<file path="src/rtl/demux5_reg_pkg.sv">
// Shared constants and helpers for the registered 1-to-5 demultiplexer.
package demux5_reg_pkg;

    localparam int unsigned NLANES        = 5;
    localparam int unsigned SEL_W         = 3;
    localparam int unsigned SEL_MAX_LEGAL = 4;
    localparam int unsigned DROP_W        = 8;

    typedef logic [NLANES-1:0] lane_mask_t;
    typedef logic [SEL_W-1:0]  lane_sel_t;

    function automatic logic sel_is_legal(input lane_sel_t sel);
        return sel <= lane_sel_t'(SEL_MAX_LEGAL);
    endfunction

endpackage

</file>
<file path="src/rtl/demux5_reg_lane_buf.sv">
// One-entry lane buffer: loads on request, empties when drained without refill.
module lane_buf #(
    parameter int unsigned WIDTH = 8
) (
    input  logic             clk,
    input  logic             reset_n,
    input  logic             load,
    input  logic [WIDTH-1:0] din,
    input  logic             ready,
    output logic             valid,
    output logic [WIDTH-1:0] dout
);

    // load is only granted when the slot is empty or being drained this cycle
    always_ff @(posedge clk or negedge reset_n) begin
        if (!reset_n) begin
            valid <= 1'b0;
            dout  <= '0;
        end else if (load) begin
            valid <= 1'b1;
            dout  <= din;
        end else if (ready) begin
            valid <= 1'b0;
        end
    end

endmodule

</file>
<file path="src/rtl/demux5_reg.sv">
// Registered 1-to-5 demultiplexer with per-lane single-entry buffers and a
// saturating counter of words dropped for illegal lane selects.
module demux5_reg
    import demux5_reg_pkg::*;
#(
    parameter int unsigned WIDTH = 8
) (
    input  logic                   clk,
    input  logic                   reset_n,
    input  logic                   in_valid,
    output logic                   in_ready,
    input  logic [WIDTH-1:0]       in_data,
    input  logic [SEL_W-1:0]       in_sel,
    output logic [NLANES-1:0]      out_valid,
    input  logic [NLANES-1:0]      out_ready,
    output logic [WIDTH-1:0]       y0,
    output logic [WIDTH-1:0]       y1,
    output logic [WIDTH-1:0]       y2,
    output logic [WIDTH-1:0]       y3,
    output logic [WIDTH-1:0]       y4,
    output logic [DROP_W-1:0]      drop_count
);

    lane_mask_t       sel_hit;
    lane_mask_t       lane_load;
    logic             accept;
    logic             drop;
    logic [WIDTH-1:0] lane_data [NLANES];

    // Illegal selects match no lane and leave in_ready at 1, so they drain.
    always_comb begin
        sel_hit  = '0;
        in_ready = 1'b1;
        for (int unsigned k = 0; k < NLANES; k++) begin
            if (in_sel == lane_sel_t'(k)) begin
                sel_hit[k] = 1'b1;
                in_ready   = !out_valid[k] || out_ready[k];
            end
        end
    end

    assign accept    = in_valid && in_ready;
    assign lane_load = {NLANES{accept}} & sel_hit;
    assign drop      = accept && !sel_is_legal(in_sel);

    for (genvar k = 0; k < NLANES; k++) begin : g_lane
        lane_buf #(.WIDTH(WIDTH)) u_lane (
            .clk     (clk),
            .reset_n (reset_n),
            .load    (lane_load[k]),
            .din     (in_data),
            .ready   (out_ready[k]),
            .valid   (out_valid[k]),
            .dout    (lane_data[k])
        );
    end

    assign y0 = lane_data[0];
    assign y1 = lane_data[1];
    assign y2 = lane_data[2];
    assign y3 = lane_data[3];
    assign y4 = lane_data[4];

    always_ff @(posedge clk or negedge reset_n) begin
        if (!reset_n) begin
            drop_count <= '0;
        end else if (drop && (drop_count != '1)) begin
            drop_count <= drop_count + DROP_W'(1);
        end
    end

endmodule

</file>
<file path="config.mk">
export PLATFORM = sky130hd
export DESIGN_NAME = demux5_reg
export DESIGN_NICKNAME = d
export VERILOG_FILES = /design/src/rtl/demux5_reg_pkg.sv /design/src/rtl/demux5_reg_lane_buf.sv /design/src/rtl/demux5_reg.sv
export SDC_FILE = /design/constraint.sdc
export NUM_CORES = 1
export LEC_CHECK = 0
export ABC_AREA = 1
export BUFFER_PORTS_ARGS = -buffer_cell sky130_fd_sc_hd__clkbuf_2
export CAP_MARGIN = 10
export CELL_PAD_IN_SITES_DETAIL_PLACEMENT = 1
export CELL_PAD_IN_SITES_GLOBAL_PLACEMENT = 2
export CORE_ASPECT_RATIO = 0.7
export CORE_UTILIZATION = 26
export DETAILED_ROUTE_END_ITERATION = 10
export GPL_TIMING_DRIVEN = 0
export PLACE_DENSITY = 0.77
export SLEW_MARGIN = 20
export SYNTH_ARGS = -nofsm -noshare
export SYNTH_HDL_FRONTEND = slang
export SYNTH_SLANG_ARGS = --single-unit
</file>
<file path="constraint.sdc">
create_clock -name clk -period 1.6 [get_ports clk]
set_input_delay 0.24 -clock clk [delete_from_list [all_inputs] [get_ports clk]]
set_output_delay 0.24 -clock clk [all_outputs]
set_load 0.02 [all_outputs]
</file>
Word level (Yosys, flattened, before mapping)
Cells that the tools add are included.
- equality and inequality tests: 5
- muxes and demuxes: 20
- bitwise logic cells: 1
- add/sub/neg operators: 1
- $lt $le $gt $ge: 1
- reduce and logical (&&, ||, !) cells: 20
- operators with widths (kind ; count):
    two-way mux 1 bit ; 20
    nonzero test 2 bit ; 5
    adder 8 x 1 -> 8 bit, second input constant ; 1
    != test 8 bit, second input constant ; 1
    equality test 3 x 2 -> 1 bit, second input constant ; 2
    zero test 1 bit ; 6
    bitwise AND 5 bit ; 1
    logical OR 1 bit ; 5
    equality test 3 x 1 -> 1 bit, second input constant ; 1
    equality test 3 bit, second input constant ; 1
    less-or-equal comparator 3 bit, second input constant ; 1
    logical AND 1 bit ; 3
    zero test 3 bit ; 1
- register bits: 53
- output and inout port bits: 54
- bits of input ports: 19

Depth between registers and ports, before layout
Gate-level depths: netlist of run 1.
- depth after elaboration: 10
- mapped depth: 11
- mapped depth without buffers: 10

Modules after synthesis
From an unflattened synthesis of run 1, not the netlist that was laid out.
- cells, all modules: 292
- area total of the unflattened synthesis: 2416.1 µm²
- by module, submodules not included (module ; instances ; cells each ; area each (µm²)):
    lane_buf ; 5 ; 38 ; 341.6
    demux5_reg ; 1 ; 102 ; 708.2

Worst setup path before layout of run 1
OpenSTA, ideal clock, no wires.
- kind: register -> register
- start point: register drop_count[0]
- end point: register drop_count[0]
- setup time: 118 ps
- data required time: 1482 ps
- arrival: 1562 ps
- stages on the path, launching flop included: 8
- path slack: -80 ps
- buffers on the path: 0
- path through: dfrtp_1 > ha_1 > nand3_1 > inv_1 > a21oi_2 > nand3_1 > nand2_1 > nand2_1
- word-level cells in the longest chain between the ends: 2
- RTL lines (element ; RTL line ; RTL):
    start, declared ; demux5_reg.sv:21 ; output logic [DROP_W-1:0] drop_count
    start signal, assigned ; demux5_reg.sv:68 ; drop_count <= drop_count + DROP_W'(1);
    branches (longest 2 deep; another with adder 8 x 1 -> 8 bit) ; n/a ;
Parallel ways; which one is timed is not known.
A chain may end at the register's enable or synchronous reset.

Worst setup path after layout of run 1
- start point: register g_lane[3].u_lane.valid
- end point: output in_ready
- word-level cells in the longest chain between the ends: 4
- RTL lines (element ; RTL line ; RTL):
    start, declared ; demux5_reg_lane_buf.sv:10 ; output logic valid,
    start signal, assigned ; demux5_reg_lane_buf.sv:17 ; valid <= 1'b0;
    start signal, assigned ; demux5_reg_lane_buf.sv:20 ; valid <= 1'b1;
    start signal, assigned ; demux5_reg_lane_buf.sv:23 ; valid <= 1'b0;
    zero test 1 bit ; demux5_reg.sv:37 ; in_ready = !out_valid[k] || out_ready[k];
    logical OR 1 bit ; demux5_reg.sv:37 ;
    two-way mux 1 bit (2 in a row) ; demux5_reg.sv:35 ; if (in_sel == lane_sel_t'(k)) begin
    end, declared ; demux5_reg.sv:11 ; output logic in_ready,
No other way between the ends.

==> impl.org, run 1 <==
** Die
- Pin placement for this block handled 73 I/O pins.
- Once the floorplan was initialized, standard cells occupied a little over a quarter of the core.
- The floorplan step defined a die boundary enclosing 0.00983 mm2.
- Die Y :: 83.3 um
- Die X-Extent :: ~120 um
- Row cnt :: 29
- Core outline area :: just over 0.009 mm2

** Final layout
- In the final layout, the share of cells above drive strength 1 is about a third.
- The sequential cells in the finished layout cover a total of 0.00133 mm2.
- Commonest cells after routing, fill and taps aside :: sky130_fd_sc_hd__nand2_1 (114), sky130_fd_sc_hd__clkbuf_2 (71), sky130_fd_sc_hd__dfrtp_1 (53), sky130_fd_sc_hd__nand4_1 (49)
- Nets@finish :: around 400
- Most common library cell in the layout ignoring fill and taps :: sky130_fd_sc_hd__nand2_1
- Counting the fill cells in the layout gives 1119.
- In the final layout, the multi-input gates occupy 0.00108 mm2.
- Inserted Diodes :: 0
- After the flow finishes, the layout carries non-filler instances totaling around 500.
- From synthesis to final layout, the design area changed by 37.8%.

** Route
- Vias post-DR :: about 2400
- In the routed design, unresolved DRC markers number 0.
- The pre-antenna-repair detailed-routing pass consisted of 4 iterations.
- Iter 0 DRT Violations :: roughly 150
- Average routed wire per standard cell :: between 15 and 20 um
- The routed design has about 8300 um of wire.
- In this run the remaining antenna-violating nets after routing total 0.
- Post-DR vias/cell :: around 4.8

** Logic synthesis
- #FFs+latches synth :: 53
- Post-Synth Adder-Cell Area :: less than 1%
- Of the total synthesized cell area, the portion taken by XOR and XNOR cells is between 1.5 and 2%.
- Biggest area consumer among synthesized cells :: sky130_fd_sc_hd__dfrtp_1
- Share of synthesized area occupied by flip-flops and latches :: 54.1%
- Largest family of logic cells by synthesized area :: simple AND/OR/NAND/NOR gates
- In the synthesized netlist, the number of instances is 284.
- Post-synthesis area per instance :: around 8.6 um2
- Area of the mapped netlist :: about 0.0025 mm2
- Warnings, synthesis :: 0
- Number of library cell types mapped by synthesis :: 23
- The synthesized design devotes to its leading area cell type about 54% of total area.
- Main area contributors after synthesis :: sky130_fd_sc_hd__dfrtp_1 (54%), sky130_fd_sc_hd__nand2_1 (18%), sky130_fd_sc_hd__nand4_1 (13%), sky130_fd_sc_hd__inv_1 (2.0%), sky130_fd_sc_hd__nand3_2 (1.6%)
- Share of synthesized area spent on multiplexers :: 0%
- Summing the areas of all and, or, nand and nor instances in the mapped netlist gives 36.1% of the synthesized area.
- The number of nets handed over by synthesis was 304.
- Compound-cell area share of the yosys netlist :: between 1 and 1.5%

** Placed design
- Weighted congestion reported at the end of routability-driven placement :: slightly above 0.7
- Port buffering added 71 buffers.
- The HPWL after detailed placement is between 5000 and 6000 um.
- Counting tap cells, the placed design contains a total of between 400 and 500 instances.

** Pwr
- Int Pwr :: around 2600 uW
- In this run the power density over the cells is about 1200 mW/mm2.
- Sequential cells account for between 40% and 50% of the total power.
- Pleak :: around 0.0018 uW
- Peak ir drop on the vdd network :: approximately 0.48 mV
- The analysis attributes to net switching a power of around 1600 uW.
- Clock network fraction of design power :: about a quarter
- In this run switching power makes up around 37% of total power.
- Combinational cells account for between 20% and 30% of the total power.
- Total power :: roughly 4200 uW

** Run status
- The final reports fail on setup timing.
- The flow ran to the end, but the final reports show violations.

** GRT
- Pin count of the biggest net entering global routing :: 42
- Global routing used 17.4% of the available tracks.
- The number of antenna violations at the first check in global routing is 0.
- Congestion Overflow GR :: 0
- Global-route wire length before repair :: 13200 um
- The number of global-route vias before repair was 2318.

** CTS
- After clock tree synthesis, the clock-pin slew on the worst setup and hold paths is roughly 0.070 ns.
- Clk_lat worst skew :: about 0.30 ns
- CTS placed an instance of sky130_fd_sc_hd__clkbuf_16 at the clock tree root.
- Number of buffers created by CTS :: 5
- The longest clock path from root to sink contains 2 buffers.
- The clock net in this run drives a total of 53 sinks.
- H-tree Lvls :: 2
- TritonCTS built the clock tree.

** Timing
- Timing would allow up to 623 MHz.
- Fin. max-slew vios :: 0
- For the pin with the worst max-slew slack, the measured transition is 0.510 ns.
- Final critical-path setup slack :: -0.00637 ns
- Setup repair after global routing could not meet its margin everywhere.
- Post-route clock skew :: around 0.0074 ns
- The final critical path takes up 100% of the cycle.
- Sum Neg Setup Slack :: -0.00637 ns
- Headroom to the max-slew limit came out at roughly two thirds.
- Clock period minus final worst setup slack :: 1.61 ns
- The count of endpoints failing hold in the final timing report came to 0.
- Final setup violation count :: 1

** Hold path
- Beginning of the worst hold path :: out_ready[3]
- Path type of the worst min-delay path :: input port to flip-flop
- The path with the worst hold slack has its endpoint at g_lane[3].u_lane.valid.
- The worst hold path passes through 2 cells.

** Worst setup path
- STA classifies the critical path startpoint as a flip-flop.
- The worst register-to-register path has a setup slack of 0.01 ns.
- Launch point of the worst path :: g_lane[3].u_lane.valid
- The startpoint identified for the worst register-to-register timing path is g_lane[3].u_lane.valid.
- Arr. time, crit path :: approximately 1.4 ns
- Sort of element at the end of the critical path :: output pin
- In this run the worst path has a maximum fanout of 2.
- Kind of critical path :: flip-flop to output pin
- Required time of the critical path :: roughly 1.4 ns
- The endpoint identified for the worst register-to-register timing path is g_lane[4].u_lane.dout[2].
- Length in cells of the worst reg-to-reg path :: 11

** Run
- Max-cap violations in this run came to 0.
## power groups by stage
stage / clock network (uW) / logic, uW / registers [uW]
after global placement: 0 / 1110 / 1830
after detailed placement: 0 / 1140 / 1840
after CTS: 1130 / 1170 / 1820
after global routing: 1180 / 1370 / 1860
final: 1110 / 1240 / 1820
after floorplan: 0 / 363 / 2120
## per-stage QoR
stage	utilization (%)	setup slack [ns]	hold slack, ns	area [um2]
2_1_floorplan	-	0.0360	-0.0556	2460
3_3_place_gp	32.7	-0.295	0.442	2980
3_5_place_dp	33.0	-0.285	0.136	3010
4_1_cts	35.4	-0.103	0.134	3220
5_1_grt	37.1	-0.103	0.148	3380
6_report	37.1	-0.00637	0.144	3380
## how the worst max path moves through the flow
stage | cells after the start | slack (ns) | endpoint
after floorplan | 7 | 0.04 | drop_count[5]
after global placement | 8 | -0.29 | in_ready
after detailed placement | 8 | -0.28 | in_ready
after CTS | 9 | -0.10 | in_ready
after global routing | 12 | -0.10 | g_lane[3].u_lane.dout[3]
final | 9 | -0.006 | in_ready
## layer usage
| metal | track usage [%] | vias to the layer above | routed length [um] |
|---|---|---|---|
| li1 | - | 1138 | - |
| met1 | 26.7 | 1199 | 4320 |
| met2 | 24.3 | 61 | 3550 |
| met3 | 3.91 | 7 | 400 |
| met4 | 3.85 | 0 | 59 |
| met5 | 0 | - | 0 |
## worst max-delay path, cell delays in order (launching register included)
cell	delay [ns]
sky130_fd_sc_hd__dfrtp_1	0.36
sky130_fd_sc_hd__inv_2	0.05
sky130_fd_sc_hd__nor2_2	0.08
sky130_fd_sc_hd__nand2_1	0.05
sky130_fd_sc_hd__nand2_1	0.05
sky130_fd_sc_hd__nor2_1	0.04
sky130_fd_sc_hd__nand2_1	0.11
sky130_fd_sc_hd__nand2_4	0.08
sky130_fd_sc_hd__buf_8	0.14
sky130_fd_sc_hd__buf_8	0.12
## logic make-up after synthesis
logic type               after synthesis
AND/OR/NAND/NOR                      187
flip-flops                            53
buffers and inverters                 33
AO/OA/AOI/OAI                          5
XOR/XNOR                               5
adder cells (fa/ha/maj)                1
## timing repair
action / 4_1_cts / 5_1_grt
setup endpoints to repair: 9 / 53
hold buffers: 1 / 0
resized for setup: 10 / 23
buffers inserted: 3 / 6
hold endpoints to repair: 12 / 0
pin swaps: 3 / 6
cloned: 0 / 4
## synth_stat cells, drive strengths merged
master	number
nand2	116
dfrtp	53
nand4	49
inv	13
buf	12
nor2	11
nand3	10
clkbuf	4
clkinv	4
o21ai	4
xor2	4
a21oi	1
ha	1
nor3	1
xnor2	1
## flip-flops by register name, indices dropped and copies added, names as in the netlist
register,count
g_lane.u_lane.valid,5
drop_count,8
g_lane.u_lane.dout,40
## area by class of cell
cell class	count	share of cell area [%]
Timing Repair Buffer	81	14.1
Clock inverter	3	0.630
Clock buffer	5	3.70
Tap cell	124	4.59
Multi-Input combinational cell	202	32.0
Inverter	17	1.93
Buffer	16	3.78
Sequential cell	53	39.3
(Power assumes the default switching activity.)
==> run 2: changes to the inputs <==
--- a/config.mk
+++ b/config.mk
@@ -15,6 +15,7 @@
 export DETAILED_ROUTE_END_ITERATION = 10
 export GPL_TIMING_DRIVEN = 0
 export PLACE_DENSITY = 0.77
+export RECOVER_POWER = 50
 export SLEW_MARGIN = 20
 export SYNTH_ARGS = -nofsm -noshare
 export SYNTH_HDL_FRONTEND = slang
==> run 2 against run 1 <==
The run still ends with setup timing left; via count hardly changed; highest routed layer unchanged; critical endpoint unchanged; sequential power hardly changed; sequential cell count stayed put; die area stayed put; critical path type unchanged.
==> impl.org, run 2 (synthesized netlist as in run 1, its figures left out) <==
** Run status
- Run status :: finished, violations left
- The final reports fail on setup timing.

** Worst setup path
- The count of buffering cells on the critical path with inverters included is 3 (unchanged).
- By instance count, the cell type seen most on the critical path is sky130_fd_sc_hd__nand2_1.
- Arr. time, crit path :: 1.37 ns (about the same)
- The required time of the critical path came to 1.36 ns (about the same).
- Kind of critical path :: flip-flop to output pin
- Kind of cell with the highest combined delay on the critical path :: simple AND/OR/NAND/NOR gates
- Highest fanout seen on the critical path :: 2 (unchanged)
- Sort of element at the end of the critical path :: output pin
- On the critical path, the stage with the largest delay is an instance of sky130_fd_sc_hd__dfrtp_1.
- The signal on the critical path passes through inv_2 > nor2_2 > nand2_1 > nand2_1 > nor2_1 > nand2_1 > nand2_4 > buf_8 > buf_8.
- The delay of the slowest cell on the worst path is 0.36 ns (about the same).
- Sort of element at the start of the critical path :: flip-flop

** Timing
- The shortest clock period the worst path allows after layout came to 1.61 ns (-0.000452 ns).
- The count of endpoints failing hold in the final timing report is 0 (unchanged).
- The worst clock skew came to 0.00737 ns (-0.0000636 ns).
- Setup repair after global routing could not meet its margin everywhere.
- The setup slack after layout was -0.00592 ns (+0.000452 ns).
- Final setup violation count :: 1 (unchanged)
- Fmax achieved :: 623 MHz (about the same)
- Fin. max-slew vios :: 0 (unchanged)
- Slew of the pin with the lowest slew margin :: 0.693 ns (+0.183 ns)
- The ratio of final minimum period to clock period is 100% (about the same).
- The final hold slack is 0.144 ns (-0.000141 ns).
- Headroom to the max-slew limit :: 53.8% (-12 points)

** Route
- Count of TritonRoute iterations in the first routing pass :: 4 (unchanged)
- Iter 0 DRT Violations :: 159 (+3.2%)
- Count of antenna-violating nets left after detailed routing :: 0 (unchanged)
- Wire length after detailed routing :: 8330 um (about the same)
- The routed wirelength normalized by instance count was 16.6 um (about the same).
- The post-route DRC violation count is 0 (unchanged).
- Vias post-DR :: 2404 (-0.042%)
- The via density per instance is 4.80 (about the same).

** Die
- Initial Util :: 26.9% (unchanged)
- Number of top-level pins :: 73 (unchanged)
- The horizontal die dimension was 118 um (unchanged).
- Die Outline Area :: 0.00983 mm2 (unchanged)
- Row cnt :: 29 (unchanged)
- The placeable core area was 0.00911 mm2 (unchanged).
- The die span in y is 83.3 um (unchanged).

** Run
- Max_cap viols :: 0 (unchanged)

** CTS
- Clk_lat worst skew :: 0.30 ns (about the same)
- H-tree Lvls :: 2 (unchanged)
- TritonCTS built the clock tree.
- Clk buf depth :: 2 (unchanged)
- Cell at the root of the clock tree :: sky130_fd_sc_hd__clkbuf_16
- The clock slew seen by the registers of the worst setup and hold paths is 0.07 ns (about the same).
- The CTS buffer count came to 5 (unchanged).
- Num Clock Sinks :: 53 (unchanged)

** Placed design
- Weighted congestion reported at the end of routability-driven placement :: 0.720 (unchanged)
- The detailed-placement wirelength estimate was 5770 um (unchanged).
- The count of input and output buffers was 71 (unchanged).
- The placement-stage worst setup slack came to -0.285 ns (unchanged).

** Final layout
- Synthesis-to-finish area growth :: 36.4%
- Leading registers by flop count :: g_lane.u_lane.dout x40, drop_count x8, g_lane.u_lane.valid x5
- Util after Layout :: 36.7% (-0.36 points)
- Share of final-layout standard cells stronger than drive strength 1 :: 28.6% (-2.9 points)
- The flip-flop count of the largest register after layout came to 40 (unchanged).
- Register ranked first by flip-flop count :: g_lane.u_lane.dout
- The layout net count was 396 (unchanged).
- Inserted Diodes :: 0 (unchanged)
- Most common library cell in the layout ignoring fill and taps :: sky130_fd_sc_hd__nand2_1
- In the layout the commonest cells are sky130_fd_sc_hd__nand2_1 (114), sky130_fd_sc_hd__clkbuf_2 (61), sky130_fd_sc_hd__dfrtp_1 (53), sky130_fd_sc_hd__nand4_1 (49), sky130_fd_sc_hd__clkbuf_1 (14).

** Pwr
- Power per cell area :: 1240 mW/mm2 (+0.48%)
- The peak supply drop came to 0.477 mV (+0.16%).
- Pleak :: 0.00174 uW (-2.3%)
- The final total power was 4150 uW (-0.49%).

** GRT
- The number of global-route vias before repair was 2318 (unchanged).
- The total overflow reported by the global router was 0 (unchanged).
- Global-route wire length before repair :: 13200 um (unchanged)
- Initial antenna violation count :: 0 (unchanged)
- The pin count of the biggest net entering global routing came to 42 (unchanged).
- The total routing usage reported by global routing was 17.4% (unchanged).

** Hold path
- Path type of the worst min-delay path :: input port to flip-flop
-- run 2: cell count changes in the layout (fill, tap and decap cells not counted) --
| cell | delta |
|---|---|
| sky130_fd_sc_hd__buf_6 | +1 |
| sky130_fd_sc_hd__clkbuf_4 | -1 |
| sky130_fd_sc_hd__clkbuf_2 | -10 |
| sky130_fd_sc_hd__buf_16 | -1 |
| sky130_fd_sc_hd__clkbuf_1 | +11 |
-- run 2: cell type report --
class / count / area [um2]
buffer: 16 / 128
inverter: 17 / 65.1
fill: 1121 / 5760
tap: 124 / 155
sequential: 53 / 1330
clock inverter: 3 / 21.3
timing repair buffer: 81 / 444
clock buffer: 5 / 125
multi-input combinational: 202 / 1080
-- run 2: path summary, 6_finish.rpt --
check | startpoint | end | slack [ns] | cells after the start
hold / removal | out_ready[3] | g_lane[3].u_lane.valid | 0.14 | 2
hold reg to reg | g_lane[2].u_lane.dout[4] | g_lane[2].u_lane.dout[4] | 0.48 | 2
min in group asynchronous | reset_n | g_lane[0].u_lane.dout[0] | 0.49 | 2
max in group asynchronous | reset_n | drop_count[3] | 0.28 | 3
setup / recovery | g_lane[3].u_lane.valid | in_ready | -0.006 | 9
setup reg to reg | g_lane[3].u_lane.valid | g_lane[4].u_lane.dout[2] | 0.01 | 11
-- run 2: metal layers --
layer / track usage (%) / wire length (um) / up-vias
met5: 0 / 0 / -
met4: 3.85 / 59 / 0
met3: 3.91 / 415 / 7
met2: 24.3 / 3580 / 61
met1: 26.7 / 4280 / 1198
li1: - / - / 1138
-- run 2: timing repair --
action	CTS	global route
endpoints found under the setup margin	9	53
resized for setup	10	23
pin swaps	3	6
hold buffers	1	0
buffers inserted	3	6
cloned	0	4
hold endpoints to repair	12	0
-- run 2: per-stage QoR --
step / setup TNS, ns / area (um2) / cells
floorplan: 0 / 2460 / 284
global placement: -7.96 / 2980 / 479
detailed placement: -8.75 / 3010 / 480
CTS: -1.13 / 3220 / 492
global route: -1.32 / 3350 / 501
finish: -0.00592 / 3350 / 501
-- run 2: power by group --
| group | leakage [uW] | internal, uW | switching (uW) |
|---|---|---|---|
| clock network | 0.0000702 | 584 | 528 |
| logic | 0.000992 | 414 | 805 |
| registers | 0.000679 | 1600 | 219 |
| total | 0.00174 | 2600 | 1550 |
